[config.mk]
export PLATFORM = sky130hd
export DESIGN_NAME = pipelined_adder_flat
export DESIGN_NICKNAME = d
export VERILOG_FILES = /design/src/rtl/adder_pkg.sv /design/src/rtl/pipelined_adder_if.sv /design/src/rtl/adder_pipe_stage.sv /design/src/rtl/pipelined_adder.sv /design/src/flat_wrapper.sv
export SDC_FILE = /design/constraint.sdc
export NUM_CORES = 1
export LEC_CHECK = 0
export ABC_AREA = 0
export BUFFER_PORTS_ARGS = -buffer_cell sky130_fd_sc_hd__buf_2
export CORE_ASPECT_RATIO = 2
export CORE_UTILIZATION = 45
export CTS_BUF_LIST = sky130_fd_sc_hd__clkbuf_4
export CTS_CLUSTER_SIZE = 10
export DETAILED_ROUTE_END_ITERATION = 10
export PLACE_DENSITY = 0.82
export SYNTH_ARGS = -nofsm -noshare
export SYNTH_HDL_FRONTEND = slang
export SYNTH_HIERARCHICAL = 1
export SYNTH_SLANG_ARGS = --single-unit
[constraint.sdc]
create_clock -name clk -period 1.05 [get_ports clk]
set_input_delay 0.105 -clock clk [delete_from_list [all_inputs] [get_ports clk]]
set_output_delay 0.105 -clock clk [all_outputs]
set_load 0.01 [all_outputs]
[src/rtl/adder_pkg.sv]
// Shared types for the pipelined adder: operation encoding and result width.
package adder_pkg;

   typedef enum logic {
      OP_ADD = 1'b0,
      OP_SUB = 1'b1
   } op_e;

   // One extra bit carries the add carry-out or the subtract borrow.
   function automatic int res_width(input int width);
      return width + 1;
   endfunction

endpackage

[src/rtl/pipelined_adder_if.sv]
// Operand/result handshake bundle between producer, adder and consumer.
interface pipelined_adder_if
   import adder_pkg::*;
#(
   parameter int WIDTH = 9
);
   localparam int RW = res_width(WIDTH);

   logic [WIDTH-1:0] data_in0;
   logic [WIDTH-1:0] data_in1;
   op_e              op_in;
   logic             in_valid;
   logic             in_ready;
   logic [RW-1:0]    data_out;
   logic             out_valid;
   logic             out_ready;

   modport master (
      output data_in0, data_in1, op_in, in_valid, out_ready,
      input  in_ready, data_out, out_valid
   );

   modport slave (
      input  data_in0, data_in1, op_in, in_valid, out_ready,
      output in_ready, data_out, out_valid
   );

endinterface

[src/rtl/adder_pipe_stage.sv]
// One valid/ready register stage; loads zero data when the upstream slot is empty.
module adder_pipe_stage #(
   parameter int DW = 10
) (
   input  logic          clk,
   input  logic          rst,
   input  logic          i_valid,
   input  logic [DW-1:0] i_data,
   input  logic          i_ready_dn,
   output logic          o_ready,
   output logic          o_valid,
   output logic [DW-1:0] o_data
);

   logic          r_valid;
   logic [DW-1:0] r_data;

   // Combinational ready chain: an empty slot or a draining downstream frees this stage.
   assign o_ready = !r_valid || i_ready_dn;
   assign o_valid = r_valid;
   assign o_data  = r_data;

   always_ff @(posedge clk or posedge rst) begin
      if (rst) begin
         r_valid <= 1'b0;
         r_data  <= '0;
      end else if (o_ready) begin
         r_valid <= i_valid;
         r_data  <= i_valid ? i_data : '0;
      end
   end

endmodule

[src/rtl/pipelined_adder.sv]
// Unsigned add/subtract computed ahead of stage 0, then carried through STAGES registers.
module pipelined_adder
   import adder_pkg::*;
#(
   parameter int WIDTH  = 9,
   parameter int STAGES = 2
) (
   input logic               clk,
   input logic               rst,
   pipelined_adder_if.slave  bus
);

   localparam int RW = res_width(WIDTH);

   logic [RW-1:0] w_result;
   logic [STAGES:0] w_valid;
   logic [STAGES:0] w_ready;
   logic [RW-1:0] w_data [0:STAGES];

   // SUB wraps modulo 2^RW, so the top bit doubles as the borrow flag.
   always_comb begin
      w_result = '0;
      if (bus.op_in == OP_SUB) begin
         w_result = {1'b0, bus.data_in0} - {1'b0, bus.data_in1};
      end else begin
         w_result = {1'b0, bus.data_in0} + {1'b0, bus.data_in1};
      end
   end

   assign w_valid[0]      = bus.in_valid;
   assign w_data[0]       = w_result;
   assign w_ready[STAGES] = bus.out_ready;
   assign bus.in_ready    = w_ready[0];
   assign bus.out_valid   = w_valid[STAGES];
   assign bus.data_out    = w_data[STAGES];

   generate
      for (genvar gi = 0; gi < STAGES; gi++) begin : g_stage
         adder_pipe_stage #(
            .DW (RW)
         ) u_stage (
            .clk        (clk),
            .rst        (rst),
            .i_valid    (w_valid[gi]),
            .i_data     (w_data[gi]),
            .i_ready_dn (w_ready[gi+1]),
            .o_ready    (w_ready[gi]),
            .o_valid    (w_valid[gi+1]),
            .o_data     (w_data[gi+1])
         );
      end
   endgenerate

endmodule

[src/flat_wrapper.sv]
// flat-port wrapper written by rule: the top's interface ports become plain ports
module pipelined_adder_flat import adder_pkg::*;
#(
   parameter int WIDTH  = 9,
   parameter int STAGES = 2
)
  (clk, rst, bus_data_in0, bus_data_in1, bus_op_in, bus_in_valid, bus_out_ready, bus_in_ready, bus_data_out, bus_out_valid);
  pipelined_adder_if #(.WIDTH(WIDTH)) bus_i ();
  input logic clk;
  input logic rst;
  input wire logic [$bits(bus_i.data_in0)-1:0] bus_data_in0;
  input wire logic [$bits(bus_i.data_in1)-1:0] bus_data_in1;
  input wire logic [$bits(bus_i.op_in)-1:0] bus_op_in;
  input wire logic [$bits(bus_i.in_valid)-1:0] bus_in_valid;
  input wire logic [$bits(bus_i.out_ready)-1:0] bus_out_ready;
  output wire logic [$bits(bus_i.in_ready)-1:0] bus_in_ready;
  output wire logic [$bits(bus_i.data_out)-1:0] bus_data_out;
  output wire logic [$bits(bus_i.out_valid)-1:0] bus_out_valid;
  assign bus_i.data_in0 = bus_data_in0;
  assign bus_i.data_in1 = bus_data_in1;
  assign bus_i.op_in = bus_op_in;
  assign bus_i.in_valid = bus_in_valid;
  assign bus_i.out_ready = bus_out_ready;
  assign bus_in_ready = bus_i.in_ready;
  assign bus_data_out = bus_i.data_out;
  assign bus_out_valid = bus_i.out_valid;
  pipelined_adder #(.WIDTH(WIDTH), .STAGES(STAGES)) u_core (.clk(clk), .rst(rst), .bus(bus_i));
endmodule
==> impl_metrics.ini <==
[sta]
hold_viol_final = 0
fin_ws_ns = -0.850
fmax_ghz = 0.526
skew_ns = 0.000841
finalCritPeriodShare_pct = 181
grt_setup_unrepaired = true
setup_viol = 12
hold_ws_ns = 0.124
tightest_slew_ns = 0.404
slew_headroom_pct = 73.1
period_minus_slack_ns = 1.90
drv_slew = 0

[yosys]
synth_seq_cells = 22
synth.top_cell.area_share_pct = 35.2
synthCells = 180
synth.area.top_cells = dfrtp_1 (35%), nand3b_1 (9.6%), ha_1 (8.0%), xnor2_1 (6.7%), o21ai_1 (6.1%)
synth_cell_types = 33
avgSynthCellArea_sq_um = 8.70
synth_area_sq_um = 1570
synth-seq-area-share_pct = 35.2
async_flop_share_pct = 100
synthFlopType = dfrtp_1
synth_largest_area_cell = dfrtp_1
syn_nets = 214
yosys_warnings = 6
synth_edf_count = 0

[setup_path]
reg2reg_from = u_core/g_stage[1].u_stage/o_valid
worst_r2r_endpoint = u_core/g_stage[0].u_stage/o_data[5]
required_ns = 1.29
r2r_setup_slack_ns = -0.29
critPathArrivalTime_ns = 2.14
ff2ff_path_depth = 8
setup.worst_path.end = u_core/g_stage[0].u_stage/o_data[7]
worst-setup-path-type = primary input to flip-flop
critPathLaunch = bus_data_in1[1]
path_max_fanout = 3
worstSetupEndpointType = flip-flop
start_kind = primary input

[routing]
drtAntennaViolNets = 0
routed_wl_mm = 4.05
vias = 1567
drt_iter0_drc = 45
firstDrtPassIters = 8
wl_per_cell_um = 14.1
routed_via_density = 5.46
drcViolationCount = 4

[finish]
final_cell_mix = buf_2 (30), buf_4 (30), dfrtp_1 (22)
finalNonFillerCells = 287
finish.utilization_pct = 70.6
drive_gt1_share_pct = 46.3
nNetsFinal = 290
antenna_cells = 0
areaGrowthSynthToFinish_pct = 50.8

[run]
max_cap_viol_count = 0

[clocking]
cts_made_buffers = 3
clk_pin_slew_ns = 0.11
insertion_delay_ns = 0.31
cts_tree = done
cts.root.buffer_cell = clkbuf_4
clock_path_buffers = 2
htree_levels = 1
clock-sinks = 22

[floorplan]
die_w_um = 43.7
ioPinCount = 35
die_area_sq_um = 3730
placeableCoreArea_sq_um = 3340
fp-row-count = 30
fp.dieH_um = 85.4
start_util_pct = 46.9

[pwr]
leakagePower_uw = 0.00114
power_density_nw_per_um2 = 1160
ir_drop_mv = 0.594

[placement]
placedCellCount = 272
port_buffers = 34
gp_congestion = 0.797
dp_hpwl_mm = 2.80

[status]
outcome = finished, violations left
violations = DRC, setup timing

[hold_path]
min_from = bus_in_valid
hold_class = primary input to flip-flop

[global_route]
grt_pass1_vias = 1634
overflow = 0
grt_first_pass_wirelength_mm = 6.17
grt_max_degree = 21
antenna_found_initial = 0
grtUsageTotal_pct = 21.8
[synth_stat cells (2+ instances only)]
master,instances
o21ai_1,19
buf_4,2
a31oi_1,2
xnor2_1,12
nor2b_4,2
o21ai_0,5
o21a_1,3
dfrtp_1,22
nand3b_1,20
or2_2,2
buf_6,2
nand2_1,22
nor2_1,15
buf_2,4
ha_1,10
a21oi_1,6
and2_1,2
nor3_1,5
inv_1,11
[critical path: stages]
cell and delay [ns]:
buf_12 0.12, buf_8 0.11, buf_4 0.13, mux2i_4 0.15
ha_1 0.26, nor2b_4 0.13, o31a_1 0.29, o21a_1 0.23
o41ai_2 0.24, xnor2_1 0.16, nand2_1 0.08, o21ai_1 0.13
[power by group]
part / total [uW] / switching (uW) / internal [uW]
clock network: 382 / 243 / 139
logic: 1290 / 617 / 678
registers: 1050 / 70.1 / 981
[how the worst min path moves through the flow]
stage,endpoint,depth (start not counted),slack [ns]
finish,u_core/g_stage[0].u_stage/o_data[2],3,0.12
floorplan,u_core/g_stage[0].u_stage/o_data[0],1,-0.04
detailed placement,u_core/g_stage[1].u_stage/o_data[3],2,0.11
CTS,u_core/g_stage[0].u_stage/o_data[7],3,0.10
global route,u_core/g_stage[0].u_stage/o_data[9],3,0.12
global placement,u_core/g_stage[1].u_stage/o_data[4],2,0.11
[sequential cells by signal (all words and copies together), names as in the netlist]
name / cells
u_core/g_stage.u_stage/o_data: 20
u_core/g_stage.u_stage/o_valid: 2
[per-stage QoR]
stage	power (uW)	worst slack [ns]	setup TNS, ns	area (sq um)
final	2730	-0.850	-6.14	2360
after global placement	2090	-1.17	-7.92	2080
after floorplan	1750	-0.981	-5.11	1660
after global routing	2890	-0.933	-6.99	2360
after CTS	2610	-0.791	-5.29	2250
after detailed placement	2130	-1.23	-8.39	2080
[cell families (layout without fill, tap and decap cells)]
| kind of cell | after synthesis | in the layout | share of synthesized area, % |
|---|---|---|---|
| mux | 1 | 1 | 0.640 |
| xor+xnor | 13 | 13 | 7.27 |
| buf+inv | 20 | 95 | 6.55 |
| fa+ha+maj | 11 | 11 | 9.27 |
| flops | 22 | 22 | 35.2 |
| simple gates | 70 | 70 | 24.2 |
| compound gates | 43 | 43 | 16.9 |
[what timing repair did]
item / in CTS / in global routing
resized for setup: 24 / 27
setup buffers: 5 / 7
hold endpoints to repair: 22 / 0
hold buffers: 1 / 0
pin swaps: 20 / 9
setup endpoints to repair: 12 / 24
cloned: 1 / 0
[metal layers]
metal	global-route usage, %	wire length (um)	vias to the layer above
li1	-	-	768
met1	14.4	1220	740
met2	48.0	2590	49
met3	2.55	142	10
met4	12.5	104	0
met5	0	0	-
[area by class of cell]
type | count | area [sq um]
Clock buffer | 3 | 22.5
Fill cell | 241 | 981
Sequential cell | 22 | 551
Multi-Input combinational cell | 138 | 1040
Timing Repair Buffer | 80 | 637
Tap cell | 32 | 40.0
Inverter | 11 | 63.8
Clock inverter | 1 | 3.75
Note: power is estimated with default switching activity, not from simulation.
